## config.mk

```make
export PLATFORM = sky130hd
export DESIGN_NAME = rv32i_mem_arbiter_flat
export DESIGN_NICKNAME = d
export VERILOG_FILES = /design/src/rtl/rv32i_mem_arbiter_if.sv /design/src/rtl/rv32i_mem_arbiter.sv /design/src/flat_wrapper.sv
export SDC_FILE = /design/constraint.sdc
export NUM_CORES = 1
export LEC_CHECK = 0
export ABC_AREA = 1
export ABC_CLOCK_PERIOD_IN_PS = 3600
export CORE_AREA = 2 2 113 115
export CTS_BUF_LIST = sky130_fd_sc_hd__clkbuf_4
export DETAILED_ROUTE_END_ITERATION = 12
export DIE_AREA = 0 0 115 117
export GPL_TIMING_DRIVEN = 0
export PLACE_DENSITY = 0.67
export REMOVE_ABC_BUFFERS = 1
export SLEW_MARGIN = 5
export SYNTH_ARGS = -nofsm -noshare
export SYNTH_HDL_FRONTEND = slang
export SYNTH_SLANG_ARGS = --single-unit
```

## constraint.sdc

```tcl
create_clock -name clk -period 3.6 [get_ports clk]
set_clock_uncertainty 0.05 [all_clocks]
set_input_delay 0.72 -clock clk [delete_from_list [all_inputs] [get_ports clk]]
set_output_delay 0.72 -clock clk [all_outputs]
set_load 0.02 [all_outputs]
```

## src/rtl/rv32i_mem_arbiter_if.sv

```systemverilog
// Request/grant and memory-side signals shared between the rv32i core ports,
// the arbiter and the single-port memory.
interface rv32i_mem_arbiter_if;
  logic        i_req;
  logic [31:0] i_addr;
  logic        i_gnt;
  logic        i_rvalid;
  logic [31:0] i_rdata;

  logic        d_req;
  logic        d_we;
  logic [31:0] d_addr;
  logic [31:0] d_wdata;
  logic [3:0]  d_be;
  logic        d_gnt;
  logic        d_rvalid;
  logic [31:0] d_rdata;

  logic        m_req;
  logic        m_we;
  logic [31:0] m_addr;
  logic [31:0] m_wdata;
  logic [3:0]  m_be;
  logic        m_ready;
  logic [31:0] m_rdata;

  // Arbiter side: masters the memory bus, serves both core ports.
  modport master (
    input  i_req, i_addr, d_req, d_we, d_addr, d_wdata, d_be, m_ready, m_rdata,
    output i_gnt, i_rvalid, i_rdata, d_gnt, d_rvalid, d_rdata,
           m_req, m_we, m_addr, m_wdata, m_be
  );

  // Environment side: core request ports plus the memory.
  modport slave (
    output i_req, i_addr, d_req, d_we, d_addr, d_wdata, d_be, m_ready, m_rdata,
    input  i_gnt, i_rvalid, i_rdata, d_gnt, d_rvalid, d_rdata,
           m_req, m_we, m_addr, m_wdata, m_be
  );
endinterface

```

## src/rtl/rv32i_mem_arbiter.sv

```systemverilog
// Fetch/data arbiter in front of one shared single-port memory.
// Data wins contested cycles unless fetch has lost STARVE_LIMIT times in a row;
// a presented request is held until the memory accepts it.
module rv32i_mem_arbiter #(
  parameter int unsigned STARVE_LIMIT = 4,
  parameter int unsigned CNT_W        = 16
) (
  input  logic                  clk,
  input  logic                  rst_n,
  rv32i_mem_arbiter_if.master   bus,
  output logic                  core_stall,
  output logic [CNT_W-1:0]      perf_conflicts
);

  typedef enum logic [1:0] {IDLE, HOLD_I, HOLD_D} state_e;
  typedef enum logic [1:0] {OWN_NONE, OWN_I, OWN_D} owner_e;

  localparam logic [3:0] LIMIT = 4'(STARVE_LIMIT);

  state_e            state_q, state_d;
  owner_e            owner_q, owner_d;
  owner_e            sel;
  logic [3:0]        starve_q, starve_d;
  logic [CNT_W-1:0]  conf_q, conf_d;
  logic              both_req;

  assign both_req = bus.i_req & bus.d_req;

  // Pick the requester presented to memory this cycle.
  always_comb begin
    sel = OWN_NONE;
    case (state_q)
      HOLD_I: if (bus.i_req) sel = OWN_I;
      HOLD_D: if (bus.d_req) sel = OWN_D;
      default: begin
        if (both_req)        sel = (starve_q == LIMIT) ? OWN_I : OWN_D;
        else if (bus.i_req)  sel = OWN_I;
        else if (bus.d_req)  sel = OWN_D;
      end
    endcase
    if (!rst_n) sel = OWN_NONE;
  end

  // Steer the winner onto the memory bus and raise its grant.
  always_comb begin
    bus.m_req   = (sel != OWN_NONE);
    bus.m_we    = (sel == OWN_D) & bus.d_we;
    bus.m_addr  = '0;
    bus.m_wdata = '0;
    bus.m_be    = '0;
    if (sel == OWN_D) begin
      bus.m_addr  = bus.d_addr;
      bus.m_wdata = bus.d_wdata;
      bus.m_be    = bus.d_be;
    end else if (sel == OWN_I) begin
      bus.m_addr  = bus.i_addr;
      bus.m_be    = 4'hF;
    end
    bus.i_gnt = (sel == OWN_I) & bus.m_ready;
    bus.d_gnt = (sel == OWN_D) & bus.m_ready;
  end

  // Read data is shared; only the valid flags follow the recorded owner.
  assign bus.i_rdata    = bus.m_rdata;
  assign bus.d_rdata    = bus.m_rdata;
  assign bus.i_rvalid   = (owner_q == OWN_I);
  assign bus.d_rvalid   = (owner_q == OWN_D);
  assign perf_conflicts = conf_q;

  // Freeze the core while a request waits or a data read has not returned.
  always_comb begin
    core_stall = (bus.i_req & ~bus.i_gnt) | (bus.d_req & ~bus.d_gnt) |
                 (bus.d_gnt & ~bus.d_we & ~bus.d_rvalid);
  end

  // Next-state for hold state, fairness counter, read owner and perf counter.
  always_comb begin
    state_d = IDLE;
    if (!bus.m_ready) begin
      if (sel == OWN_I) state_d = HOLD_I;
      if (sel == OWN_D) state_d = HOLD_D;
    end

    starve_d = starve_q;
    if (!bus.i_req || bus.i_gnt)                      starve_d = '0;
    else if (both_req && bus.d_gnt && starve_q < LIMIT) starve_d = starve_q + 4'd1;

    owner_d = OWN_NONE;
    if (bus.i_gnt)                    owner_d = OWN_I;
    else if (bus.d_gnt && !bus.d_we)  owner_d = OWN_D;

    conf_d = conf_q;
    if (both_req && conf_q != '1) conf_d = conf_q + 1'b1;
  end

  // State registers; reset drops any in-flight read return.
  always_ff @(posedge clk or negedge rst_n) begin
    if (!rst_n) begin
      state_q  <= IDLE;
      owner_q  <= OWN_NONE;
      starve_q <= '0;
      conf_q   <= '0;
    end else begin
      state_q  <= state_d;
      owner_q  <= owner_d;
      starve_q <= starve_d;
      conf_q   <= conf_d;
    end
  end

endmodule

```

## src/flat_wrapper.sv

```systemverilog
// flat-port wrapper written by rule: the top's interface ports become plain ports
module rv32i_mem_arbiter_flat 
#(
  parameter int unsigned STARVE_LIMIT = 4,
  parameter int unsigned CNT_W        = 16
)
  (clk, rst_n, core_stall, perf_conflicts, bus_i_req, bus_i_addr, bus_d_req, bus_d_we, bus_d_addr, bus_d_wdata, bus_d_be, bus_m_ready, bus_m_rdata, bus_i_gnt, bus_i_rvalid, bus_i_rdata, bus_d_gnt, bus_d_rvalid, bus_d_rdata, bus_m_req, bus_m_we, bus_m_addr, bus_m_wdata, bus_m_be);
  rv32i_mem_arbiter_if bus_i ();
  input  logic clk;
  input  logic rst_n;
  output logic core_stall;
  output logic [CNT_W-1:0] perf_conflicts;
  input wire logic [$bits(bus_i.i_req)-1:0] bus_i_req;
  input wire logic [$bits(bus_i.i_addr)-1:0] bus_i_addr;
  input wire logic [$bits(bus_i.d_req)-1:0] bus_d_req;
  input wire logic [$bits(bus_i.d_we)-1:0] bus_d_we;
  input wire logic [$bits(bus_i.d_addr)-1:0] bus_d_addr;
  input wire logic [$bits(bus_i.d_wdata)-1:0] bus_d_wdata;
  input wire logic [$bits(bus_i.d_be)-1:0] bus_d_be;
  input wire logic [$bits(bus_i.m_ready)-1:0] bus_m_ready;
  input wire logic [$bits(bus_i.m_rdata)-1:0] bus_m_rdata;
  output wire logic [$bits(bus_i.i_gnt)-1:0] bus_i_gnt;
  output wire logic [$bits(bus_i.i_rvalid)-1:0] bus_i_rvalid;
  output wire logic [$bits(bus_i.i_rdata)-1:0] bus_i_rdata;
  output wire logic [$bits(bus_i.d_gnt)-1:0] bus_d_gnt;
  output wire logic [$bits(bus_i.d_rvalid)-1:0] bus_d_rvalid;
  output wire logic [$bits(bus_i.d_rdata)-1:0] bus_d_rdata;
  output wire logic [$bits(bus_i.m_req)-1:0] bus_m_req;
  output wire logic [$bits(bus_i.m_we)-1:0] bus_m_we;
  output wire logic [$bits(bus_i.m_addr)-1:0] bus_m_addr;
  output wire logic [$bits(bus_i.m_wdata)-1:0] bus_m_wdata;
  output wire logic [$bits(bus_i.m_be)-1:0] bus_m_be;
  assign bus_i.i_req = bus_i_req;
  assign bus_i.i_addr = bus_i_addr;
  assign bus_i.d_req = bus_d_req;
  assign bus_i.d_we = bus_d_we;
  assign bus_i.d_addr = bus_d_addr;
  assign bus_i.d_wdata = bus_d_wdata;
  assign bus_i.d_be = bus_d_be;
  assign bus_i.m_ready = bus_m_ready;
  assign bus_i.m_rdata = bus_m_rdata;
  assign bus_i_gnt = bus_i.i_gnt;
  assign bus_i_rvalid = bus_i.i_rvalid;
  assign bus_i_rdata = bus_i.i_rdata;
  assign bus_d_gnt = bus_i.d_gnt;
  assign bus_d_rvalid = bus_i.d_rvalid;
  assign bus_d_rdata = bus_i.d_rdata;
  assign bus_m_req = bus_i.m_req;
  assign bus_m_we = bus_i.m_we;
  assign bus_m_addr = bus_i.m_addr;
  assign bus_m_wdata = bus_i.m_wdata;
  assign bus_m_be = bus_i.m_be;
  rv32i_mem_arbiter #(.STARVE_LIMIT(STARVE_LIMIT), .CNT_W(CNT_W)) u_core (.clk(clk), .rst_n(rst_n), .bus(bus_i), .core_stall(core_stall), .perf_conflicts(perf_conflicts));
endmodule
```

Yosys cells after proc, flatten, opt, wreduce, memory -nomap -nowiden
Cells that the tools add are included.

word-level totals
  register bits = 24
  input port bits = 138
  output and inout port bits = 155
  word-level logic and storage cells = 57

cells by class
  add/subtract/negate cells = 2
  magnitude comparators = 1
  eq/ne operators = 8
  multiplexer cells = 19
  bitwise gates (word level) = 14
  reductions and logical operators = 9

operator list
  operator                                                    number
  two-way mux 32 bit                                          3
  two-way mux 2 bit                                           9
  adder 16 x 1 -> 16 bit, second input constant               1
  two-way mux 4 bit                                           4
  inequality test 16 bit, second input constant               1
  bitwise AND 1 bit                                           8
  == test 2 x 1 -> 1 bit, second input constant               3
  == test 2 bit, second input constant                        3
  adder 4 x 1 -> 4 bit, second input constant                 1
  == test 4 x 3 -> 1 bit, second input constant               1
  logical AND 1 bit                                           4
  less-than comparator 4 x 3 -> 1 bit, second input constant  1
  inverter 1 bit                                              4
  one-hot mux 2 bit (2 select lines)                          1
  nonzero test 2 bit                                          2
  zero test 1 bit                                             2
  two-way mux 1 bit                                           2
  bitwise OR 1 bit                                            2
  logical OR 1 bit                                            1

Logic depth before layout (Yosys ltp)
Gate-level depths: netlist (run 1).

  word-level depth = 11
  mapped depth = 11
  mapped depth without buffers = 11

Least setup slack after synthesis (run 1)
No wires, ideal clock.

  path type = input -> output
  start = input rst_n
  end = output bus_m_wdata[10]
  arrival = 1.625 ns
  data required time = 2.830 ns
  slack = 1.205 ns
  cell stages on the path = 7
  path buffers = 1
  cell sequence = nand2_1 > inv_1 > o21ai_0 > nor2_2 > nand2_2 > buf_2 > nor2_1

between the ends
  cells in the longest elaborated chain, start to end = 3

RTL lines
  element             RTL line                 text
  from (decl)         flat_wrapper.sv:10       input logic rst_n;
  two-way mux 2 bit   rv32i_mem_arbiter.sv:41  if (!rst_n) sel = OWN_NONE;
  == test 2 bit       rv32i_mem_arbiter.sv:51  if (sel == OWN_D) begin
  two-way mux 32 bit  rv32i_mem_arbiter.sv:51
  to (decl)           flat_wrapper.sv:31       output wire logic [$bits(bus_i.m_wdata)-1:0] bus_m_wdata;

No other way between the ends.

Final worst setup path (run 1)
  start = input bus_d_req
  end = output bus_m_addr[20]

between the ends
  cells in the longest elaborated chain, start to end = 8
  elaborated cells on any way between the ends = 10
  those cells by class = 2 x eq/ne; 7 x mux; 1 x bitwise

RTL lines
  element                                 RTL line                                          text
  from (decl)                             flat_wrapper.sv:15                                input wire logic [$bits(bus_i.d_req)-1:0] bus_d_req;
  two-way mux 2 bit                       rv32i_mem_arbiter.sv:34, rv32i_mem_arbiter.sv:38
  two-way mux 2 bit                       rv32i_mem_arbiter.sv:37                           else if (bus.i_req) sel = OWN_I;
  two-way mux 2 bit                       rv32i_mem_arbiter.sv:36                           if (both_req) sel = (starve_q == LIMIT) ? OWN_I : OWN_D;
  one-hot mux 2 bit (2 select lines) (*)  rv32i_mem_arbiter.sv:32                           case (state_q)
  two-way mux 2 bit (*)                   rv32i_mem_arbiter.sv:41
  == test 2 x 1 -> 1 bit                  rv32i_mem_arbiter.sv:55                           end else if (sel == OWN_I) begin
  two-way mux 32 bit                      rv32i_mem_arbiter.sv:55
  two-way mux 32 bit (*)                  rv32i_mem_arbiter.sv:51
  to (decl)                               flat_wrapper.sv:30                                output wire logic [$bits(bus_i.m_addr)-1:0] bus_m_addr;

Mark *: on every way between the ends. The rest lies on a longest branch, timed or not.

==> metrics, run 1 <==
status finished, final reports clean; TritonCTS Buffers 3; final setup fails 0; placed cell count 715; Flop pwr share 30.0%; max-slew violation count 0; setup_tns 0 ns; Comb pwr share 53.2%; Peak VDD IR 0.1115 mV; I/O Buffers 196; routability congestion estimate from global placement 0.9619; Cells after Synth 452; YS warnings 0; Tcrit/Tclk final 97.33%; Synth top cells by count 100 x nand2_1, 80 x nand3_1, 70 x buf_4; Hold-fix buffers, CTS 0; Die Width 115 um; Synth area leader dfrtp_1; synth unique cells 25; Synth Register Bits 24; Detailed Route Iter0 Violations 227; cell-internal power 0.0007274 W; slew margin rel. 62.68%; Clock Power Share 16.9%; I/O pin cnt 293; fraction of layout cells with a size suffix above 1 8.191%; CTS Buffer Depth 2; initial antenna violation count 0; CTS root buffer clkbuf_4; H-tree Lvls 1; CP Data Arrival Time 2.73 ns; routed vias 3479; Via density 4.727; total track usage 18.68%; gr busiest metal met2; largest net degree at the start of global routing 35; Final ANT Viol Nets 0; final design utilization 38.29%; MaxCap Viol Count 0; RSZ-0062 raised after global routing yes; chip height 117 um; synthesized area per cell 6.292 um2; Psw 0.0004759 W; WL final 13.43 mm; CP endpoint kind output pin; Final min period 3.504 ns; Pre-Repair DR Iteration Count 4; Seq/Total Area, Yosys 21.12%; top_reg_cell synth dfrtp_1; clk sinks 24; Max Clk Rate 0.2854 GHz; GR met2 Demand/Resource 26.67%; final net count 730; synthesized area 0.002844 mm2; count leader, synth nand2_1; first-pass GRT wire length 19.10 mm; CP Launch Type primary input; grt ovf 0; number of global-route vias before repair 3330; Pleak 2.777 nW; Total Power 0.001203 W; area delta synth->final 65.77%; Hold WC Path Type primary input to async pin; clk slew on worst S/H paths 0.15 ns; Critical Path RT 2.83 ns; Worst-Skew Late Latency 0.33 ns; grt met3 use 12.26%; worst setup margin 0.09616 ns; row cnt 41; Pwr per Cell Area 255.2 mW/mm2; ys async rst share 100.0%; EDFF count, synth 0; DR WL/cell 18.24 um; met1 Use GR 24.01%; Setup CP Type primary input to output pin; DP Wirelength 10.05 mm; # DRC 0; diode count 0; share of the synthesized area in the top cell type 21.12%; Area contributors post-synth dfrtp_1 21%, buf_4 18%, nand3_1 14%; largest fanout on the critical path 17; CTS tree built; Non-Filler Instances 736; initial core utilization 23.10%; core region area 0.01231 mm2; FILL cells 1303; Worst-Margin Slew 0.5555 ns; die area 0.01346 mm2; Placement Setup Slack -2.031 ns; final hold vios 0; switch share 39.55%
[state kept, by name (all words and copies together) (netlist names)]
| signal | count |
|---|---|
| u_core.starve_q | 4 |
| u_core.perf_conflicts | 16 |
| u_core.state_q | 2 |
| u_core.owner_q | 2 |
[layout make-up]
cell class                 instances  area [um2]  share of cell area [%]
sequential                        24       600.6                   12.74
tap                              150       187.7                   3.981
clock buffer                       3       22.52                  0.4777
inverter                          58       220.2                   4.671
multi-input combinational        294        1592                   33.76
timing repair buffer             206        2062                   43.74
clock inverter                     1       30.03                  0.6369
[metrics by stage]
stage,hold WS (ns),instance area (um2)
final,0.2266,4715
after global routing,0.2194,4715
after CTS,0.2171,4601
after detailed placement,0.4931,4383
after global placement,0.4775,4378
after floorplan,0.3744,2228
[cells in the final DEF (no fill, tap or decap), drive strengths merged, types with 2 or more instances in the layout]
master         count
buf               11
clkbuf             4
clkdlybuf4s50    128
dfrtp             24
dlygate4sd2       35
dlymetal6s2s      30
ha                 5
inv               57
nand2            108
nand3             85
nand3b             2
nand4              6
nor2              61
nor3               7
o21ai              8
xnor2              8
xor2               4
[metal layers]
| layer | vias to the layer above | share of wire (%) |
|---|---|---|
| li1 | 1616 | - |
| met1 | 1621 | 41 |
| met2 | 232 | 43 |
| met3 | 10 | 15 |
| met4 | 0 | 0.74 |
| met5 | - | 0 |
[timing repair]
action                     CTS  global route
gates cloned                 6             1
resized for setup           64            36
setup buffers                9             1
setup endpoints to repair   75            37
pin swaps                    4             1
[cell families (layout without fill, tap and decap cells)]
family,Yosys count,count (layout),share of synthesized area (%)
AOI/OAI and AO/OA,8,8,1.540
xor gates and xnor gates,12,12,3.696
adders and majority gates,5,5,2.200
buffers and inverters,141,268,29.39
DFF,24,24,21.12
and+or+nand+nor,262,269,42.06
[power by group through the flow]
stage	clock (W)	sequential, W	combinational, W
detailed placement	0	0.000366	0.000618
global placement	0	0.000365	0.000608
floorplan	0	0.000399	0.000238
CTS	0.000216	0.000360	0.000642
finish	0.000203	0.000361	0.000640
global route	0.000230	0.000368	0.000688
[critical path, cell delays in order]
cell and delay (ns):
clkdlybuf4s50_1 0.55, nand2_1 0.16, nor2_4 0.15, nand2_2 0.17, nand2_8 0.20, nand3_1 0.10
nand2_1 0.09, clkdlybuf4s50_1 0.59
[final timing paths]
path,slack (ns),startpoint,endpoint,cells after the start
setup / recovery,0.1,bus_d_req,bus_m_addr[20],8
hold / removal,0.23,rst_n,u_core.perf_conflicts[7],1
setup reg to reg,1.56,u_core.state_q[0],u_core.starve_q[0],10
hold reg to reg,0.51,u_core.starve_q[3],u_core.starve_q[3],2
max in group asynchronous,3.01,rst_n,u_core.owner_q[1],1
min in group clk,0.51,u_core.starve_q[3],u_core.starve_q[3],2
No activity file was read; power rests on OpenSTA's default activity.
==> inputs of run 2 (changes only) <==
--- a/config.mk
+++ b/config.mk
@@ -8,12 +8,13 @@
 export ABC_AREA = 1
 export ABC_CLOCK_PERIOD_IN_PS = 3600
 export CORE_AREA = 2 2 113 115
-export CTS_BUF_LIST = sky130_fd_sc_hd__clkbuf_4
+export CTS_BUF_LIST = sky130_fd_sc_hd__clkbuf_8
 export DETAILED_ROUTE_END_ITERATION = 12
 export DIE_AREA = 0 0 115 117
 export GPL_TIMING_DRIVEN = 0
 export PLACE_DENSITY = 0.67
 export REMOVE_ABC_BUFFERS = 1
+export SKIP_CTS_REPAIR_TIMING = 1
 export SLEW_MARGIN = 5
 export SYNTH_ARGS = -nofsm -noshare
 export SYNTH_HDL_FRONTEND = slang
==> run 2 against run 1 <==
Power up 5.2%. Core utilization is 1.0 points higher. Hold slack improved by 0.014 ns. Sequential share of layout area decreased by 0.34 points. Via count is 0.60% higher. First-iteration DRC count decreased by 14%. Sequential power barely moved. Maximum frequency is 1.9% lower. Critical path depth unchanged. Clock power up 21%.
==> metrics, run 2 (synthesis results as in run 1) <==
H-tree Lvls 1 (unchanged); final hold vios 0 (unchanged); diode count 0 (unchanged); Non-Filler Instances 738 (+0.27%); Via density 4.743 (+0.33%); routed vias 3500 (+0.60%); crit-path cells clkdlybuf4s50_1 > nand3_1 > nor2_2 > nor2_4 > buf_4 > nand3_1 > nand2_1 > clkdlybuf4s50_1; CTS root buffer clkbuf_8; Detailed Route Iter0 Violations 195 (-14%); commonest non-fill, non-tap cells in the layout 145 x clkdlybuf4s50_1, 98 x nand2_1, 80 x nand3_1; grt ovf 0 (unchanged); clk sinks 24 (unchanged); row cnt 41 (unchanged); CP Launch Type primary input; Worst-Margin Slew 0.5523 ns (-0.003234 ns); Final min period 3.571 ns (+0.06732 ns); number of global-route vias before repair 3091 (-7.2%); area delta synth->final 70.26%; die area 0.01346 mm2 (unchanged); MaxCap Viol Count 0 (unchanged); CTS Buffer Depth 2 (unchanged); register area 600.6 um2 (unchanged); Hold WC Path Type primary input to async pin; Final ANT Viol Nets 0 (unchanged); fraction of layout cells with a size suffix above 1 8.673% (+0.48 points); Reg2Reg Setup Slack 1.53 ns (-0.03 ns); Total Power 0.001265 W (+5.2%); CTS tree built; Die Width 115 um (unchanged); TritonCTS Buffers 3 (unchanged); first-pass GRT wire length 17.38 mm (-9.0%); Pleak 2.948 nW (+6.2%); slew margin rel. 62.90% (+0.22 points); Pre-Repair DR Iteration Count 4 (unchanged); largest net degree at the start of global routing 41 (+17%); RSZ-0062 raised after global routing yes; # DRC 0 (unchanged); DP Wirelength 10.05 mm (unchanged); routability congestion estimate from global placement 0.9619 (unchanged); Largest stage delay, worst path 0.55 ns (-0.04 ns); Worst Setup SP bus_d_req; initial antenna violation count 0 (unchanged); initial core utilization 23.10% (unchanged); I/O Buffers 196 (unchanged); clk slew on worst S/H paths 0.09 ns (-0.06 ns); final design utilization 39.33% (+1.0 points); Worst-Skew Late Latency 0.27 ns (-0.06 ns); Hold Worst Slack 0.2401 ns (+0.01358 ns); DR WL/cell 18.34 um (+0.51%); max reg flops 16 (unchanged); chip height 117 um (unchanged); slowest stage cell, crit path clkdlybuf4s50_1; core region area 0.01231 mm2 (unchanged); largest fanout on the critical path 5 (-12); Tcrit/Tclk final 99.20% (+1.9 points); final setup fails 0 (unchanged); placed cell count 715 (unchanged); I/O pin cnt 293 (unchanged); Largest delay share family, worst path buffers and inverters; Setup CP Type primary input to output pin; status finished, final reports clean; Critical Path Sink bus_m_addr[31]; CP bufs+invs 3 (+1); Max Clk Rate 0.2800 GHz (-1.9%); WL final 13.53 mm (+0.78%); CP endpoint kind output pin; total track usage 16.87% (-1.8 points); Pwr per Cell Area 261.3 mW/mm2 (+2.4%); max-slew violation count 0 (unchanged); CP Data Arrival Time 2.80 ns (+0.07 ns); commonest non-fill, non-tap cell in the layout clkdlybuf4s50_1; Critical R2R Capture u_core.starve_q[0]; FF-to-FF Start u_core.state_q[0]; FILL cells 1292 (-0.84%); Critical Path RT 2.83 ns (about the same); Worst path depth 8 (unchanged); final net count 732 (+0.27%); Peak VDD IR 0.1288 mV (+16%); R2R cell count 10 (unchanged); Multi-input gate area 0.001582 mm2 (-0.63%)
-- run 2: changes by cell type in the layout (fill, tap and decap cells not counted) --
cell / delta
dlymetal6s2s_1: +17
clkbuf_2: +2
nor2_2: +2
clkbuf_8: +3
clkdlybuf4s15_2: -1
clkbuf_4: -3
buf_6: +1
nor2_4: -2
dlygate4sd2_1: -35
clkdlybuf4s50_1: +17
buf_4: -1
buf_12: +2
-- run 2: report_power, final --
part / internal (W) / switching (W) / total, W
clock: 0.000149 / 0.0000975 / 0.000246
sequential: 0.000306 / 0.0000559 / 0.000361
combinational: 0.000327 / 0.000331 / 0.000658
-- run 2: layout make-up --
type / instances / share of cell area, %
clock inverter: 1 / 0.6202
clock buffer: 3 / 0.8527
inverter: 58 / 4.548
timing repair buffer: 208 / 45.04
tap: 150 / 3.876
sequential: 24 / 12.40
multi-input combinational: 294 / 32.66
-- run 2: through the flow --
step	cell area (um2)	TNS, ns	setup slack, ns
2_1_floorplan	2228	0	0.1907
3_3_place_gp	4378	-148.16	-2.480
3_5_place_dp	4383	-117.66	-2.031
4_1_cts	4454	-116.28	-2.029
5_1_grt	4842	-0.4608	-0.06979
6_report	4842	0	0.02883
-- run 2: how the worst min path moves through the flow --
stage | start | to | slack, ns | depth (start not counted)
2_1_floorplan | rst_n | u_core.owner_q[0] | 0.37 | 0
3_3_place_gp | u_core.starve_q[1] | u_core.starve_q[1] | 0.48 | 2
3_5_place_dp | u_core.starve_q[3] | u_core.starve_q[3] | 0.49 | 2
4_1_cts | u_core.starve_q[3] | u_core.starve_q[3] | 0.51 | 2
5_1_grt | rst_n | u_core.perf_conflicts[10] | 0.24 | 1
6_report | rst_n | u_core.perf_conflicts[7] | 0.24 | 1
-- run 2: layer usage --
metal	vias up	global-route usage, %	share of wire, %
met5	-	5.185	0
met3	8	12.72	16
met4	0	0.9639	0.75
met1	1624	21.58	40
met2	245	23.18	43
li1	1623	-	-
==> inputs of run 3 (changes only) <==
--- a/config.mk
+++ b/config.mk
@@ -11,6 +11,7 @@
 export CTS_BUF_LIST = sky130_fd_sc_hd__clkbuf_8
 export DETAILED_ROUTE_END_ITERATION = 12
 export DIE_AREA = 0 0 115 117
+export GPL_ROUTABILITY_DRIVEN = 0
 export GPL_TIMING_DRIVEN = 0
 export PLACE_DENSITY = 0.67
 export REMOVE_ABC_BUFFERS = 1
==> results of run 3 <==
Same layout as run 2: the final DEF is identical, and so are final timing and power.
